**src/rtl/vga_grid_renderer_if.sv**
```systemverilog
// Map-load, cursor and video-output bundle between the game-of-life core, the
// grid renderer and the VGA/HDMI transmitter.
interface vga_grid_renderer_if #(
    parameter int GRID_W = 8,
    parameter int GRID_H = 8
);
    localparam int CUR_XW = (GRID_W > 1) ? $clog2(GRID_W) : 1;
    localparam int CUR_YW = (GRID_H > 1) ? $clog2(GRID_H) : 1;

    logic [GRID_W*GRID_H-1:0] map_in;
    logic                     map_load;
    logic                     map_pending;
    logic [CUR_XW-1:0]        cursor_x;
    logic [CUR_YW-1:0]        cursor_y;
    logic                     cursor_en;
    logic                     frame_start;
    logic                     vga_hs;
    logic                     vga_vs;
    logic                     vga_de;
    logic [7:0]               vga_r;
    logic [7:0]               vga_g;
    logic [7:0]               vga_b;

    modport master (
        output map_in, map_load, cursor_x, cursor_y, cursor_en,
        input  map_pending, frame_start, vga_hs, vga_vs, vga_de, vga_r, vga_g, vga_b
    );

    modport slave (
        input  map_in, map_load, cursor_x, cursor_y, cursor_en,
        output map_pending, frame_start, vga_hs, vga_vs, vga_de, vga_r, vga_g, vga_b
    );
endinterface

```
**src/rtl/vga_grid_renderer.sv**
```systemverilog
// Double-buffered cell-grid VGA renderer with outlines and cursor highlight.
// Optional CURSOR_BLINK_EN macro adds a frame-counted cursor blink.
module vga_grid_renderer #(
    parameter int GRID_W       = 8,
    parameter int GRID_H       = 8,
    parameter int CELL_W       = 16,
    parameter int CELL_H       = 16,
    parameter int BORDER       = 1,
    parameter int BLINK_FRAMES = 32
) (
    input  logic              clk,
    input  logic              reset_n,
    input  logic [11:0]       h_total,
    input  logic [11:0]       h_sync,
    input  logic [11:0]       h_start,
    input  logic [11:0]       h_end,
    input  logic [11:0]       v_total,
    input  logic [11:0]       v_sync,
    input  logic [11:0]       v_start,
    input  logic [11:0]       v_end,
    vga_grid_renderer_if.slave bus
);
    localparam int NCELL = GRID_W * GRID_H;
    localparam int IW    = (NCELL > 1) ? $clog2(NCELL) : 1;
    localparam int PXW   = $clog2(CELL_W);
    localparam int PYW   = $clog2(CELL_H);
    localparam int CXW   = $clog2(GRID_W + 1);
    localparam int CYW   = $clog2(GRID_H + 1);

    if (CELL_W < 2*BORDER + 1 || CELL_H < 2*BORDER + 1 || BLINK_FRAMES < 1) begin : g_param_check
        $error("vga_grid_renderer: illegal cell/border/blink parameters");
    end

    logic [11:0]      h_count_q, v_count_q, v_next;
    logic             line_end, frame_end;
    logic [NCELL-1:0] disp_q, pend_q;
    logic             pending_q, frame_start_q;
    logic             active1_q, hs1_q, vs1_q;
    logic [PXW-1:0]   px_q;
    logic [PYW-1:0]   py_q;
    logic [CXW-1:0]   cx_q;
    logic [CYW-1:0]   cy_q;
    logic             in_grid, border, on_cursor, blink_on;
    logic [IW-1:0]    cell_idx;
    logic [23:0]      rgb_d, rgb_q;
    logic             hs_q, vs_q, de_q;

    always_comb begin
        line_end  = (h_count_q == h_total);
        frame_end = line_end && (v_count_q == v_total);
        v_next    = (v_count_q == v_total) ? '0 : v_count_q + 12'd1;
    end

    always_ff @(posedge clk or negedge reset_n) begin
        if (!reset_n) begin
            h_count_q <= '0;
            v_count_q <= '0;
        end else begin
            h_count_q <= line_end ? '0 : h_count_q + 12'd1;
            if (line_end) v_count_q <= v_next;
        end
    end

    // A load landing on the boundary cycle bypasses the pending buffer.
    always_ff @(posedge clk or negedge reset_n) begin
        if (!reset_n) begin
            disp_q        <= '0;
            pend_q        <= '0;
            pending_q     <= 1'b0;
            frame_start_q <= 1'b0;
        end else begin
            frame_start_q <= frame_end;
            if (frame_end) begin
                pending_q <= 1'b0;
                if (bus.map_load)   disp_q <= bus.map_in;
                else if (pending_q) disp_q <= pend_q;
            end else if (bus.map_load) begin
                pend_q    <= bus.map_in;
                pending_q <= 1'b1;
            end
        end
    end

`ifdef CURSOR_BLINK_EN
    localparam int BW = (BLINK_FRAMES > 1) ? $clog2(BLINK_FRAMES) : 1;
    logic [BW-1:0] blink_cnt_q;
    logic          blink_q;

    always_ff @(posedge clk or negedge reset_n) begin
        if (!reset_n) begin
            blink_cnt_q <= '0;
            blink_q     <= 1'b1;
        end else if (frame_start_q) begin
            if (blink_cnt_q == BW'(BLINK_FRAMES - 1)) begin
                blink_cnt_q <= '0;
                blink_q     <= ~blink_q;
            end else begin
                blink_cnt_q <= blink_cnt_q + BW'(1);
            end
        end
    end
    assign blink_on = blink_q;
`else
    assign blink_on = 1'b1;
`endif

    // Stage 1: cell sub-counters saturate at the grid size so pixels past
    // the grid never alias back onto a real cell.
    always_ff @(posedge clk or negedge reset_n) begin
        if (!reset_n) begin
            active1_q <= 1'b0;
            hs1_q     <= 1'b1;
            vs1_q     <= 1'b1;
            px_q      <= '0;
            cx_q      <= '0;
            py_q      <= '0;
            cy_q      <= '0;
        end else begin
            active1_q <= (h_count_q >= h_start) && (h_count_q < h_end) &&
                         (v_count_q >= v_start) && (v_count_q < v_end);
            hs1_q     <= (h_count_q >= h_sync);
            vs1_q     <= (v_count_q >= v_sync);
            if (h_count_q == h_start) begin
                px_q <= '0;
                cx_q <= '0;
            end else if (px_q == PXW'(CELL_W - 1)) begin
                px_q <= '0;
                if (cx_q != CXW'(GRID_W)) cx_q <= cx_q + CXW'(1);
            end else begin
                px_q <= px_q + PXW'(1);
            end
            if (line_end) begin
                if (v_next == v_start) begin
                    py_q <= '0;
                    cy_q <= '0;
                end else if (py_q == PYW'(CELL_H - 1)) begin
                    py_q <= '0;
                    if (cy_q != CYW'(GRID_H)) cy_q <= cy_q + CYW'(1);
                end else begin
                    py_q <= py_q + PYW'(1);
                end
            end
        end
    end

    always_comb begin
        in_grid   = (cx_q < CXW'(GRID_W)) && (cy_q < CYW'(GRID_H));
        border    = (px_q < PXW'(BORDER)) || (px_q >= PXW'(CELL_W - BORDER)) ||
                    (py_q < PYW'(BORDER)) || (py_q >= PYW'(CELL_H - BORDER));
        on_cursor = bus.cursor_en && blink_on &&
                    (cx_q == CXW'(bus.cursor_x)) && (cy_q == CYW'(bus.cursor_y));
        cell_idx  = IW'(cy_q) * IW'(GRID_W) + IW'(cx_q);
        rgb_d     = 24'h000000;
        if (active1_q) begin
            if (!in_grid)              rgb_d = 24'hFFFFFF;
            else if (border)           rgb_d = on_cursor ? 24'hFF5C39 : 24'h32D8E0;
            else if (disp_q[cell_idx]) rgb_d = 24'h12AFAF;
        end
    end

    always_ff @(posedge clk or negedge reset_n) begin
        if (!reset_n) begin
            hs_q  <= 1'b1;
            vs_q  <= 1'b1;
            de_q  <= 1'b0;
            rgb_q <= '0;
        end else begin
            hs_q  <= hs1_q;
            vs_q  <= vs1_q;
            de_q  <= active1_q;
            rgb_q <= rgb_d;
        end
    end

    assign bus.map_pending = pending_q;
    assign bus.frame_start = frame_start_q;
    assign bus.vga_hs      = hs_q;
    assign bus.vga_vs      = vs_q;
    assign bus.vga_de      = de_q;
    assign bus.vga_r       = rgb_q[23:16];
    assign bus.vga_g       = rgb_q[15:8];
    assign bus.vga_b       = rgb_q[7:0];
endmodule
```
**src/flat_wrapper.sv**
```systemverilog
// flat-port wrapper written by rule: the top's interface ports become plain ports
module vga_grid_renderer_flat 
#(
    parameter int GRID_W       = 8,
    parameter int GRID_H       = 8,
    parameter int CELL_W       = 16,
    parameter int CELL_H       = 16,
    parameter int BORDER       = 1,
    parameter int BLINK_FRAMES = 32
)
  (clk, reset_n, h_total, h_sync, h_start, h_end, v_total, v_sync, v_start, v_end, bus_map_in, bus_map_load, bus_cursor_x, bus_cursor_y, bus_cursor_en, bus_map_pending, bus_frame_start, bus_vga_hs, bus_vga_vs, bus_vga_de, bus_vga_r, bus_vga_g, bus_vga_b);
  vga_grid_renderer_if #(.GRID_W(GRID_W), .GRID_H(GRID_H)) bus_i ();
  input  logic clk;
  input  logic reset_n;
  input  logic [11:0] h_total;
  input  logic [11:0] h_sync;
  input  logic [11:0] h_start;
  input  logic [11:0] h_end;
  input  logic [11:0] v_total;
  input  logic [11:0] v_sync;
  input  logic [11:0] v_start;
  input  logic [11:0] v_end;
  input wire logic [$bits(bus_i.map_in)-1:0] bus_map_in;
  input wire logic [$bits(bus_i.map_load)-1:0] bus_map_load;
  input wire logic [$bits(bus_i.cursor_x)-1:0] bus_cursor_x;
  input wire logic [$bits(bus_i.cursor_y)-1:0] bus_cursor_y;
  input wire logic [$bits(bus_i.cursor_en)-1:0] bus_cursor_en;
  output wire logic [$bits(bus_i.map_pending)-1:0] bus_map_pending;
  output wire logic [$bits(bus_i.frame_start)-1:0] bus_frame_start;
  output wire logic [$bits(bus_i.vga_hs)-1:0] bus_vga_hs;
  output wire logic [$bits(bus_i.vga_vs)-1:0] bus_vga_vs;
  output wire logic [$bits(bus_i.vga_de)-1:0] bus_vga_de;
  output wire logic [$bits(bus_i.vga_r)-1:0] bus_vga_r;
  output wire logic [$bits(bus_i.vga_g)-1:0] bus_vga_g;
  output wire logic [$bits(bus_i.vga_b)-1:0] bus_vga_b;
  assign bus_i.map_in = bus_map_in;
  assign bus_i.map_load = bus_map_load;
  assign bus_i.cursor_x = bus_cursor_x;
  assign bus_i.cursor_y = bus_cursor_y;
  assign bus_i.cursor_en = bus_cursor_en;
  assign bus_map_pending = bus_i.map_pending;
  assign bus_frame_start = bus_i.frame_start;
  assign bus_vga_hs = bus_i.vga_hs;
  assign bus_vga_vs = bus_i.vga_vs;
  assign bus_vga_de = bus_i.vga_de;
  assign bus_vga_r = bus_i.vga_r;
  assign bus_vga_g = bus_i.vga_g;
  assign bus_vga_b = bus_i.vga_b;
  vga_grid_renderer #(.GRID_W(GRID_W), .GRID_H(GRID_H), .CELL_W(CELL_W), .CELL_H(CELL_H), .BORDER(BORDER), .BLINK_FRAMES(BLINK_FRAMES)) u_core (.clk(clk), .reset_n(reset_n), .h_total(h_total), .h_sync(h_sync), .h_start(h_start), .h_end(h_end), .v_total(v_total), .v_sync(v_sync), .v_start(v_start), .v_end(v_end), .bus(bus_i));
endmodule
```
**config.mk**
```make
export PLATFORM = sky130hd
export DESIGN_NAME = vga_grid_renderer_flat
export DESIGN_NICKNAME = d
export VERILOG_FILES = /design/src/rtl/vga_grid_renderer_if.sv /design/src/rtl/vga_grid_renderer.sv /design/src/flat_wrapper.sv
export SDC_FILE = /design/constraint.sdc
export NUM_CORES = 1
export LEC_CHECK = 0
export CAP_MARGIN = 10
export CORE_MARGIN = 5
export CORE_UTILIZATION = 48
export CTS_CLUSTER_DIAMETER = 80
export DETAILED_ROUTE_END_ITERATION = 10
export PLACE_DENSITY = 0.85
export SLEW_MARGIN = 20
export SYNTH_ARGS = -nofsm -noshare
export SYNTH_HDL_FRONTEND = slang
export SYNTH_SLANG_ARGS = --single-unit
```
**constraint.sdc**
```tcl
create_clock -name clk -period 2.6 [get_ports clk]
set_input_delay 0.26 -clock clk [delete_from_list [all_inputs] [get_ports clk]]
set_output_delay 0.26 -clock clk [all_outputs]
set_load 0.05 [all_outputs]
```
* Word-level counts from Yosys, hierarchy flattened
Index checks and enable logic that the tools add are counted.
** Word-level totals
- Register bits after elaboration :: 200
- Output and inout bits :: 29
- Bits of input ports :: 170
- Logic and storage cells :: 91
** Operators by class
- Magnitude comparators :: 13
- Equality and inequality tests :: 10
- Reductions and logical operators :: 20
- Bitwise gates (word level) :: 1
- Mux-type cells :: 23
- Add/sub/neg operators :: 7
** Operators with widths (count)
- $mux W64 :: 2
- $mux W24 :: 4
- $eq A12 B12 Y1 :: 4
- $ge A12 B12 Y1 :: 4
- $mux W4 :: 10
- $add A12 B1 Y12 const B :: 2
- $lt A12 B12 Y1 :: 2
- $mux W12 :: 2
- $mux W21 :: 1
- $add A4 B1 Y4 const B :: 4
- $reduce_bool A2 Y1 :: 6
- $eq A4 B3 Y1 :: 2
- $eq A4 B4 Y1 const B :: 2
- $ge A4 B4 Y1 const B :: 2
- $lt A4 B1 Y1 const B :: 2
- $lt A4 B4 Y1 const B :: 2
- $ne A4 B4 Y1 const B :: 2
- $logic_and A1 B1 Y1 :: 7
- $lt A6 B7 Y1 const B :: 1
- $add A6 B4 Y6 :: 1
- $bmux W1 S6 :: 1
- $reduce_and A2 Y1 :: 3
- $logic_or A1 B1 Y1 :: 3
- $mux W1 :: 3
- other kinds (2) :: 2

* Logic depth before layout (Yosys ltp)
Gate-level depths: netlist (run 1).
- Depth after elaboration :: 7
- Gate-level depth with buffers :: 12
- Gate-level depth less buffers :: 10

* Least setup slack after synthesis (run 1)
Ideal clock, no wire load.
- Path kind :: reg-to-reg
- Start point :: reg u_core.v_count_q[1]
- End point :: reg u_core.py_q[2]
- Arrival time :: 2.501 ns
- Cell stages (with the launch flop) :: 10
- Data required time :: 2.470 ns
- Library setup time :: 0.130 ns
- Buffers on the path :: 0
- Setup slack :: -0.031 ns
- Clock period less this slack :: 2.631 ns
- Path through :: dfrtp_1 -> ha_1 -> nand3_2 -> or3_1 -> a211o_1 -> a21o_1 -> a222oi_1 -> and4_4 -> and2_4 -> o32ai_1
** On the way
- Word-level cells in the longest chain between the ends :: 4
- Elaborated cells between the ends (all ways) :: 5
- Those cells by class :: add/sub: 1; eq/ne: 2; mux: 2
** RTL lines
- start, declared :: line vga_grid_renderer.sv:34 : logic [11:0] h_count_q, v_count_q, v_next;
- start signal, assigned :: line vga_grid_renderer.sv:60 : if (line_end) v_count_q <= v_next;
- $add A12 B1 Y12 / $eq A12 B12 Y1 (equally long branches) :: line vga_grid_renderer.sv:51 : v_next = (v_count_q == v_total) ? '0 : v_count_q + 12'd1;
- $mux W12 (*) :: line vga_grid_renderer.sv:51
- $eq A12 B12 Y1 (*) :: line vga_grid_renderer.sv:133 : if (v_next == v_start) begin
- $mux W4 (*) :: line vga_grid_renderer.sv:133
- end signal, assigned :: line vga_grid_renderer.sv:140 : py_q <= py_q + PYW'(1);
- end, declared :: line vga_grid_renderer.sv:40 : logic [PYW-1:0] py_q;
Mark *: on every way between the ends. The rest lies on a longest branch, timed or not.
A chain may end at the register's enable or synchronous reset.

* Final worst setup path (run 1)
Same ends and word-level chain as after synthesis.

==> results.json, run 1 <==
{
  "routed_via_density": 5.39,
  "first_pass_iters": 5,
  "ioPinCount": 199,
  "finalWorstSetupSlack_ps": -44.3,
  "fin_crit_ps": 2640,
  "fin_util": 0.637,
  "postRouteAntennaNets": 0,
  "fp.dieW_um": 161,
  "rsz0062_at_grt": "yes",
  "coreArea_um2": 22500,
  "r2r_cells": 10,
  "syn_to_final_growth_pct": 31.4,
  "drt-initial-drc-count": 540,
  "vias": 8416,
  "netlist_instances": 1036,
  "p_clk_frac": 0.344,
  "synth_edf_count": 0,
  "critPathBufInv": 1,
  "dp_hpwl_mm": 20.3,
  "reg2reg_from": "u_core.v_count_q[1]",
  "dieArea_um2": 25900,
  "p_leak_nw": 6.66,
  "hold_violations": 0,
  "nNetsFinal": 1515,
  "status": "complete, but fails checks",
  "peakVddDrop_uv": 483,
  "hold-path-cell-count": 0,
  "required_ps": 2900,
  "slowest_stage": "dfrtp_2",
  "min_path_type": "reg -> reg",
  "start_kind": "flip-flop",
  "wirelength_mm": 26.9,
  "clkTransAtPathRegs_ps": 70,
  "place.gp.congestion": 0.860,
  "crit_fanout": 5,
  "wl_per_cell_um": 17.2,
  "p_sw_mw": 2.25,
  "finalSetupViolCount": 7,
  "hp-start": "u_core.hs1_q",
  "total_power_mw": 7.62,
  "switching_share": 0.296,
  "dp_slack_ps": -198,
  "comb_power_share": 0.218,
  "power.density_nw_per_um2": 531,
  "cpPeakStageDelay_ps": 440,
  "clock_latency_ps": 440,
  "slew_headroom": 0.538,
  "critPathCaptureType": "flip-flop",
  "diodes": 0,
  "avgSynthCellArea_um2": 10.5,
  "worst-slew-pin-transition_ps": 694,
  "synth_nets": 1287,
  "cts.sinks": 183,
  "seqPwrFrac": 0.438,
  "slew_viol_final": 0,
  "ys_types": 62,
  "fmax_mhz": 378,
  "htreeDepth": 4,
  "synthFlopType": "dfrtp_1",
  "crit_type": "reg -> reg",
  "layout_common_cells": "clkdlybuf4s50_1, dfrtp_1, nor2_1, a21oi_1, inv_1",
  "r2r_setup_slack_ps": -40,
  "cts-root-buf": "clkbuf_16",
  "netlist_area_um2": 10900,
  "final_cells": 1562,
  "yosys_warnings": 0,
  "grt_max_degree": 85,
  "fin_skew_ps": 18.6,
  "grt_pass1_wl_mm": 44.1,
  "async_flop_share": 1.00,
  "r2r-end": "u_core.py_q[2]",
  "port_buffers": 198,
  "ctsLongestPathBuffers": 2,
  "path_cells": "ha_4, buf_4, xnor2_2, xnor2_1, a211o_1, a21o_1, a222oi_1, and4_4, and2_4, o32ai_2",
  "yosysSeqAreaShare": 0.420,
  "min_to": "u_core.bus.vga_hs",
  "drv_cap": 0,
  "intPower_mw": 5.37,
  "placed_cells": 1520,
  "yosys_register_bits": 183,
  "violations": "negative setup slack",
  "grtUsageTotal": 0.209,
  "cts_buffers": 17,
  "nFillCells": 1737,
  "cp.arrival_ps": 2950,
  "path_delay_family": "compound AO/OA/AOI/OAI gates",
  "row_count": 55,
  "layout_commonest_cell": "clkdlybuf4s50_1",
  "finalSetupTns_ps": -113,
  "period_share": 1.02,
  "drcViolationCount": 0,
  "grt_pass1_vias": 8800,
  "cts_tree": "built",
  "start_util": 0.485,
  "die_h_um": 161,
  "grt_overflow": 0,
  "drive_gt1_frac": 0.182,
  "antenna_found_initial": 0
}
## synth_stat cells (3+ instances only)
master | instances | share of area
a2111oi_0 | 3 | 0.0024
nor3_1 | 17 | 0.0078
buf_4 | 22 | 0.015
nor2b_1 | 11 | 0.0063
o21ai_0 | 30 | 0.014
nand2b_1 | 10 | 0.0057
xor2_1 | 21 | 0.017
clkbuf_1 | 16 | 0.0055
buf_2 | 26 | 0.012
mux2_2 | 65 | 0.067
nand2_1 | 29 | 0.010
and3_1 | 9 | 0.0052
a211oi_1 | 5 | 0.0034
mux2i_1 | 68 | 0.062
dfstp_2 | 4 | 0.0096
nand4_1 | 17 | 0.0097
o211ai_1 | 9 | 0.0062
a21o_1 | 19 | 0.013
xnor2_1 | 36 | 0.029
dfrtp_1 | 179 | 0.41
a21oi_1 | 89 | 0.041
nor2_1 | 93 | 0.032
ha_1 | 81 | 0.093
nand3_1 | 14 | 0.0064
o31ai_1 | 5 | 0.0034
o2bb2ai_1 | 5 | 0.0040
inv_1 | 86 | 0.030
mux4_2 | 20 | 0.041
nand3b_1 | 3 | 0.0021
## cell type report
cell class	count	area, µm²	area share
clock buffer	17	425	0.0297
inverter	86	323	0.0225
multi-input combinational	701	5770	0.402
clock inverter	15	178	0.0124
timing repair buffer	275	2700	0.188
tap	285	357	0.0249
sequential	183	4590	0.320
## sequential cells by signal, summed over array words and instances, names as in the netlist
signal                  flops
u_core.disp_q              64
u_core.pend_q              64
u_core.h_count_q           12
u_core.v_count_q           12
u_core.rgb_q                7
u_core.cx_q                 4
u_core.cy_q                 4
u_core.px_q                 4
u_core.py_q                 4
u_core.active1_q            1
u_core.bus.frame_start      1
u_core.bus.map_pending      1
u_core.bus.vga_de           1
u_core.bus.vga_hs           1
u_core.bus.vga_vs           1
u_core.hs1_q                1
u_core.vs1_q                1
## worst max-delay path by stage
stage | start | to | slack (ps) | cells past startpoint
6_report | u_core.v_count_q[1] | u_core.py_q[2] | -40 | 10
5_1_grt | u_core.v_count_q[1] | u_core.py_q[2] | -110 | 10
4_1_cts | u_core.v_count_q[0] | u_core.py_q[2] | -30 | 9
3_5_place_dp | v_total[11] | u_core.py_q[2] | -200 | 12
3_3_place_gp | v_total[11] | u_core.py_q[2] | -160 | 12
2_1_floorplan | u_core.v_count_q[1] | u_core.py_q[2] | 60 | 9
## kinds of logic (layout without fill, tap and decap cells)
kind of cell / count (synthesis) / count (layout) / synth area share
AOI/OAI and AO/OA: 187 / 187 / 0.104
xor gates and xnor gates: 59 / 59 / 0.0498
adders and majority gates: 81 / 81 / 0.0928
buffers and inverters: 152 / 393 / 0.0628
DFF: 183 / 183 / 0.420
muxes: 153 / 153 / 0.171
and+or+nand+nor: 221 / 221 / 0.100
## per-layer routing
layer	vias to the layer above	GRT usage	wire length, µm
met2	222	0.371	13700
li1	4099	-	-
met3	34	0.0341	1250
met1	4061	0.264	11500
met5	-	0	0
met4	0	0.0589	461
## power groups by stage
stage               Sequential, mW  Combinational, mW  Clock (mW)
floorplan                     3.28               1.03           0
global placement              3.38               1.60           0
detailed placement            3.39               1.66           0
CTS                           3.34               1.68        2.69
global route                  3.38               1.85        2.80
finish                        3.34               1.66        2.63
## worst reg2reg max path: stages (launching register included)
cell      delay [ps]
dfrtp_2          440
ha_4             180
buf_4            150
xnor2_2          150
xnor2_1          130
a211o_1          270
a21o_1           180
a222oi_1         430
and4_4           340
and2_4           180
o32ai_2           70
## metrics by stage
stage / hold slack (ps) / instance area, µm²
final: 357 / 14300
after global routing: 359 / 14300
after CTS: 357 / 14200
after detailed placement: 347 / 13500
after global placement: 347 / 13500
after floorplan: -35.6 / 10900
## repair_timing
action | in CTS | in global routing
endpoints found under the setup margin | 10 | 12
gates resized for setup | 9 | 19
hold buffers | 1 | 0
pin swaps | 5 | 9
hold endpoints to repair | 79 | 0
setup buffers | 1 | 8
No activity file was read; power rests on OpenSTA's default activity.
==> run 2: changes to the inputs <==
--- a/config.mk
+++ b/config.mk
@@ -11,7 +11,7 @@
 export CTS_CLUSTER_DIAMETER = 80
 export DETAILED_ROUTE_END_ITERATION = 10
 export PLACE_DENSITY = 0.85
-export SLEW_MARGIN = 20
+export SLEW_MARGIN = 15
 export SYNTH_ARGS = -nofsm -noshare
 export SYNTH_HDL_FRONTEND = slang
 export SYNTH_SLANG_ARGS = --single-unit
==> results of run 2 <==
No change in the layout: final DEF, timing and power equal those of run 1.
